==> src/rtl/filter_pkg.sv <==
// Shared types, default mask geometry and window-count helper for the filter window controller.
package filter_pkg;

    typedef enum logic [1:0] {
        ST_IDLE   = 2'd0,
        ST_ACTIVE = 2'd1,
        ST_DRAIN  = 2'd2,
        ST_DONE   = 2'd3
    } state_t;

    localparam int MASK_WIDTH = 7;
    localparam int HALF       = (MASK_WIDTH - 1) / 2;

    // Number of interior windows one frame produces.
    function automatic int window_count(input int img_width, input int img_height,
                                        input int mask_width);
        return (img_width - mask_width + 1) * (img_height - mask_width + 1);
    endfunction

endpackage

==> src/rtl/filter_window_ctrl_pos.sv <==
// Raster position counter: col runs 0..IMG_WIDTH-1, row advances on col wrap,
// and the whole position wraps to (0,0) after the last pixel of the frame.
module pixel_pos_counter #(
    parameter int IMG_WIDTH  = 640,
    parameter int IMG_HEIGHT = 480,
    parameter int CNT_BIT    = 10
) (
    input  logic               clk,
    input  logic               reset,
    input  logic               inc,
    input  logic               clr,
    output logic [CNT_BIT-1:0] row,
    output logic [CNT_BIT-1:0] col,
    output logic               last
);

    localparam logic [CNT_BIT-1:0] COL_MAX = CNT_BIT'(IMG_WIDTH - 1);
    localparam logic [CNT_BIT-1:0] ROW_MAX = CNT_BIT'(IMG_HEIGHT - 1);

    logic col_end;

    assign col_end = (col == COL_MAX);
    assign last    = col_end && (row == ROW_MAX);

    always_ff @(posedge clk) begin
        if (reset || clr) begin
            row <= '0;
            col <= '0;
        end else if (inc) begin
            if (col_end) begin
                col <= '0;
                row <= last ? '0 : row + CNT_BIT'(1);
            end else begin
                col <= col + CNT_BIT'(1);
            end
        end
    end

endmodule

==> src/rtl/filter_window_ctrl.sv <==
// Sliding-window controller: tracks raster position, flags interior windows and
// hands them to the filter with a valid/ready handshake. Define FILTER_CTRL_ERR_EN
// to build the sticky start-while-busy error detector.
//
// state  | meaning
// IDLE   | waiting for start
// ACTIVE | accepting pixels of the frame
// DRAIN  | last pixel taken, waiting for the final window to be consumed
// DONE   | one-cycle frame_done pulse
module filter_window_ctrl #(
    parameter int PIX_BIT    = 8,
    parameter int MASK_WIDTH = filter_pkg::MASK_WIDTH,
    parameter int IMG_WIDTH  = 640,
    parameter int IMG_HEIGHT = 480,
    parameter int CNT_BIT    = 10
) (
    input  logic               clk,
    input  logic               reset,
    input  logic               start,
    input  logic               pix_valid,
    output logic               pix_ready,
    output logic               shift_en,
    output logic               win_valid,
    input  logic               win_ready,
    output logic [CNT_BIT-1:0] center_row,
    output logic [CNT_BIT-1:0] center_col,
    output logic               busy,
    output logic               frame_done,
    output logic               err
);

    import filter_pkg::*;

    localparam int HALF_W = (MASK_WIDTH - 1) / 2;
    localparam logic [CNT_BIT-1:0] EDGE   = CNT_BIT'(MASK_WIDTH - 1);
    localparam logic [CNT_BIT-1:0] HALF_C = CNT_BIT'(HALF_W);

    if (PIX_BIT < 1 || MASK_WIDTH < 3 || (MASK_WIDTH % 2) == 0 ||
        IMG_WIDTH < MASK_WIDTH || IMG_HEIGHT < MASK_WIDTH ||
        (2 ** CNT_BIT) < IMG_WIDTH || (2 ** CNT_BIT) < IMG_HEIGHT ||
        window_count(IMG_WIDTH, IMG_HEIGHT, MASK_WIDTH) < 1) begin : g_bad_params
        $error("filter_window_ctrl: illegal parameter combination");
    end

    state_t             state;
    state_t             state_next;
    logic [CNT_BIT-1:0] row;
    logic [CNT_BIT-1:0] col;
    logic               last;
    logic               clr;
    logic               interior;

    pixel_pos_counter #(
        .IMG_WIDTH  (IMG_WIDTH),
        .IMG_HEIGHT (IMG_HEIGHT),
        .CNT_BIT    (CNT_BIT)
    ) u_pos (
        .clk   (clk),
        .reset (reset),
        .inc   (shift_en),
        .clr   (clr),
        .row   (row),
        .col   (col),
        .last  (last)
    );

    assign clr      = (state == ST_IDLE) && start;
    assign interior = (row >= EDGE) && (col >= EDGE);

    always_ff @(posedge clk) begin
        if (reset) begin
            state <= ST_IDLE;
        end else begin
            state <= state_next;
        end
    end

    always_comb begin
        state_next = state;
        case (state)
            ST_IDLE:   if (start) state_next = ST_ACTIVE;
            ST_ACTIVE: if (shift_en && last) state_next = ST_DRAIN;
            ST_DRAIN:  if (!win_valid || win_ready) state_next = ST_DONE;
            ST_DONE:   state_next = ST_IDLE;
            default:   state_next = ST_IDLE;
        endcase
    end

    always_comb begin
        busy       = (state != ST_IDLE);
        frame_done = (state == ST_DONE);
        pix_ready  = (state == ST_ACTIVE) && (!win_valid || win_ready);
        shift_en   = pix_valid && pix_ready;
    end

    // A new pixel can only be taken when any pending window is consumed in the
    // same cycle, so shift_en alone decides the next window flag.
    always_ff @(posedge clk) begin
        if (reset) begin
            win_valid  <= 1'b0;
            center_row <= '0;
            center_col <= '0;
        end else if (shift_en) begin
            win_valid <= interior;
            if (interior) begin
                center_row <= row - HALF_C;
                center_col <= col - HALF_C;
            end
        end else if (win_ready) begin
            win_valid <= 1'b0;
        end
    end

`ifdef FILTER_CTRL_ERR_EN
    always_ff @(posedge clk) begin
        if (reset) begin
            err <= 1'b0;
        end else if (start && busy) begin
            err <= 1'b1;
        end
    end
`else
    assign err = 1'b0;
`endif

endmodule

==> config.mk <==
export PLATFORM = sky130hd
export DESIGN_NAME = filter_window_ctrl
export DESIGN_NICKNAME = d
export VERILOG_FILES = /design/src/rtl/filter_pkg.sv /design/src/rtl/filter_window_ctrl_pos.sv /design/src/rtl/filter_window_ctrl.sv
export SDC_FILE = /design/constraint.sdc
export NUM_CORES = 1
export LEC_CHECK = 0
export CAP_MARGIN = 15
export CORE_MARGIN = 3
export CORE_UTILIZATION = 35
export DETAILED_ROUTE_END_ITERATION = 10
export SKIP_LAST_GASP = 1
export SLEW_MARGIN = 20
export SYNTH_ARGS = -nofsm -noshare
export SYNTH_HDL_FRONTEND = slang
export SYNTH_SLANG_ARGS = --single-unit
==> constraint.sdc <==
create_clock -name clk -period 1.9 [get_ports clk]
set_input_delay 0.285 -clock clk [delete_from_list [all_inputs] [get_ports clk]]
set_output_delay 0.285 -clock clk [all_outputs]
set_load 0.05 [all_outputs]
==> summary.txt <==
Status
  – Status: completed

STA
  – Setup Skew: 5.23 ps
  – Relative slew slack: 66.7%
  – Final setup viols: 0
  – Max-slew violation count: 0
  – Final Hold Fails: 0
  – Setup WS post-layout: 57.8 ps
  – Worst Max-Slew Pin Slew: 498 ps
  – Fmax: 543 MHz
  – Tmin final: 1840 ps
  – Fin crit share: 97.0%

Worst setup path
  – Worst path required time: 2120 ps
  – Critical R2R Launch: u_pos.row[0]
  – CP Launch Type: register
  – Crit Path Class: reg -> reg
  – Arrival time worst endpoint: 2060 ps
  – Maximum net fanout on the critical path: 16
  – Worst Setup SP: u_pos.row[0]
  – CP endpoint kind: register

Clocking
  – CTS tree: built
  – Cts hold-fix bufs: 0
  – H-tree level count: 2
  – Clk sinks: 43
  – Max clock buf depth: 2
  – Cts bufs inserted: 5
  – Worst-Skew Late Latency: 300 ps
  – Clk root buf: clkbuf_8
  – Clock transition at the registers of the reported paths: 90 ps

Hold path
  – Worst Hold Class: reg -> reg
  – Min-delay src: center_col[9]

Layout
  – Area of the multi-input gates: 1330 sq um
  – Proportion of layout cells with a drive suffix above 1: 25.8%
  – Register Area: 871 sq um
  – Fillers: 622
  – Area growth, synth to finish: 28.3%
  – N_diodes: 0
  – Fin nets: 319
  – Post-layout util: 46.7%

Yosys
  – Sequential cell area fraction in the yosys report: 36.8%
  – Seq cells post-synth: 43
  – Syn nets: 274
  – Cells after Synth: 260
  – Synth top area cells: dfxtp_1, nor2_1, a211oi_2
  – Synthesized area: 2340 sq um
  – Synth top area share: 36.8%
  – Largest area contributor in the netlist: dfxtp_1
  – Most instantiated cells after synthesis: nor2_1, dfxtp_1, xnor2_1
  – Synth cell types: 48
  – Most common cell in the netlist: nor2_1
  – Synthesis Warnings: 0
  – Syn avg cell area: 8.99 sq um
  – Ys flop type: dfxtp_1
  – Asr flop ratio synth: 0%
  – Number of synthesized flops with an enable pin: 0

Route
  – 1st-iter DRT viols: 87
  – Metal-1 WL: 2640 um
  – Met2 WL: 2290 um
  – Pre-antenna DRT Iters: 4
  – Via density: 4.90
  – Remaining DRCs: 0
  – Detailed-route wire length per cell: 13.4 um
  – Routed wire length: 5140 um
  – Routed met3 length: 171 um
  – Routed Antenna Nets: 0
  – Max layer used: met4
  – DR vias: 1876

Global route
  – Vias in the first global route: 1730
  – Initial antenna violation count: 0
  – GRT Total Usage: 13.7%
  – Largest net degree at the start of global routing: 34
  – GRT overflow: 0
  – First-pass GRT wire length: 8360 um

Power and ir drop
  – VDD IR-drop max: 1.00 mV
  – Internal cell power: 1.44 mW
  – Power density over the cells: 713 nW/um^2
  – P_sw: 702 uW
  – Clock power frac: 27.5%
  – Sw Share: 32.8%
  – Leakage: 1.11 nW
  – Flop pwr share: 44.3%
  – Comb pwr share: 28.2%

Die
  – Die X: 87.7 um
  – Core ar.: 6420 sq um
  – Initial Util: 36.4%
  – Die H: 87.7 um
  – Row Count: 29
  – Die area: 7700 sq um
  – Ports: 31

Placement
  – HPWL after DPL: 3710 um
  – Port Buffers: 29
  – Place WS: -79.4 ps
  – GPL Wtd Cong: 0.837

Flow run
  – Max Cap Violations: 0
==> kinds of logic after synthesis <==
logic type	Yosys count	share of synthesized area, %
simple gates	107	24.5
fa+ha+maj	9	4.82
xor+xnor	31	11.6
mux	4	1.71
compound gates	35	13.4
buf+inv	30	7.01
other cells	1	0.160
flops	43	36.8
==> timing repair <==
| action | 4_1_cts | 5_1_grt |
|---|---|---|
| gates resized for setup | 0 | 14 |
| endpoints found under the setup margin | 0 | 14 |
| setup buffers | 0 | 2 |
==> worst max-delay path: stages, from the launching register on <==
cell	delay (ps)
dfxtp_2	390
inv_1	60
ha_1	180
nor3b_1	140
o21ai_1	210
a211oi_4	90
buf_4	150
clkbuf_16	170
buf_4	140
a211oi_2	230
==> area by class of cell <==
type,instances,area share (%)
Timing Repair Buffer,59,19.1
Multi-Input combinational cell,187,44.5
Clock buffer,5,2.29
Tap cell,77,3.21
Clock inverter,3,0.667
Inverter,9,1.25
Sequential cell,43,29.0
==> registers in the layout, summed over array words and instances, names as in the netlist <==
signal,flops
center_col,10
center_row,10
u_pos.col,10
u_pos.row,10
state,2
win_valid,1
==> layout by cell type, fill, tap and decap left out, types with 2 or more instances in the layout <==
cell / synthesis / routed
a31oi_1: 2 / 2
xnor2_1: 16 / 16
nor2_1: 47 / 47
and2_1: 2 / 2
and3_1: 6 / 6
nor3b_1: 3 / 3
clkbuf_8: 0 / 5
and4_1: 4 / 3
clkdlybuf4s50_1: 0 / 25
dfxtp_2: 0 / 5
o21ai_1: 1 / 2
xor2_1: 15 / 15
buf_4: 2 / 29
o21ai_0: 5 / 4
clkinvlp_4: 0 / 3
mux2i_1: 4 / 4
inv_1: 9 / 7
nand3_1: 7 / 7
nor3_1: 5 / 5
ha_1: 9 / 8
nand2_1: 10 / 10
nand4_1: 5 / 5
dfxtp_1: 43 / 37
nor2_2: 3 / 3
a311oi_1: 2 / 2
a21oi_1: 6 / 6
buf_12: 0 / 4
a211oi_2: 13 / 13
==> worst paths after layout <==
check                                     end  slack [ps]  cells after the start
worst max-delay path            center_col[1]          60                      9
worst min-delay path            center_col[9]         480                      2
worst max register to register  center_col[1]          60                      9
worst min register to register  center_col[9]         480                      2
==> metrics by stage <==
stage | instance area [sq um] | std cells | hold WS, ps | setup TNS (ps) | power, mW
6_report | 3000 | 383 | 482 | 0 | 2.14
5_1_grt | 3000 | 383 | 491 | -27.6 | 2.25
4_1_cts | 2930 | 380 | 486 | 0 | 2.15
3_5_place_dp | 2840 | 372 | 471 | -757 | 1.56
3_3_place_gp | 2840 | 372 | 469 | -141 | 1.55
2_1_floorplan | 2340 | 260 | 350 | 0 | 1.31
==> power groups by stage <==
stage | Clock [mW] | Sequential [mW] | Combinational (mW)
4_1_cts | 0.611 | 0.942 | 0.600
5_1_grt | 0.647 | 0.950 | 0.650
6_report | 0.589 | 0.948 | 0.603
2_1_floorplan | 0 | 0.962 | 0.346
3_5_place_dp | 0 | 0.963 | 0.597
3_3_place_gp | 0 | 0.962 | 0.586
==> metal layers <==
layer / up-vias / global-route usage [%]
met1: 868 / 19.0
li1: 970 / -
met3: 4 / 3.76
met5: - / 0
met2: 34 / 20.9
met4: 0 / 3.77
Note: power is estimated with default switching activity, not from simulation.
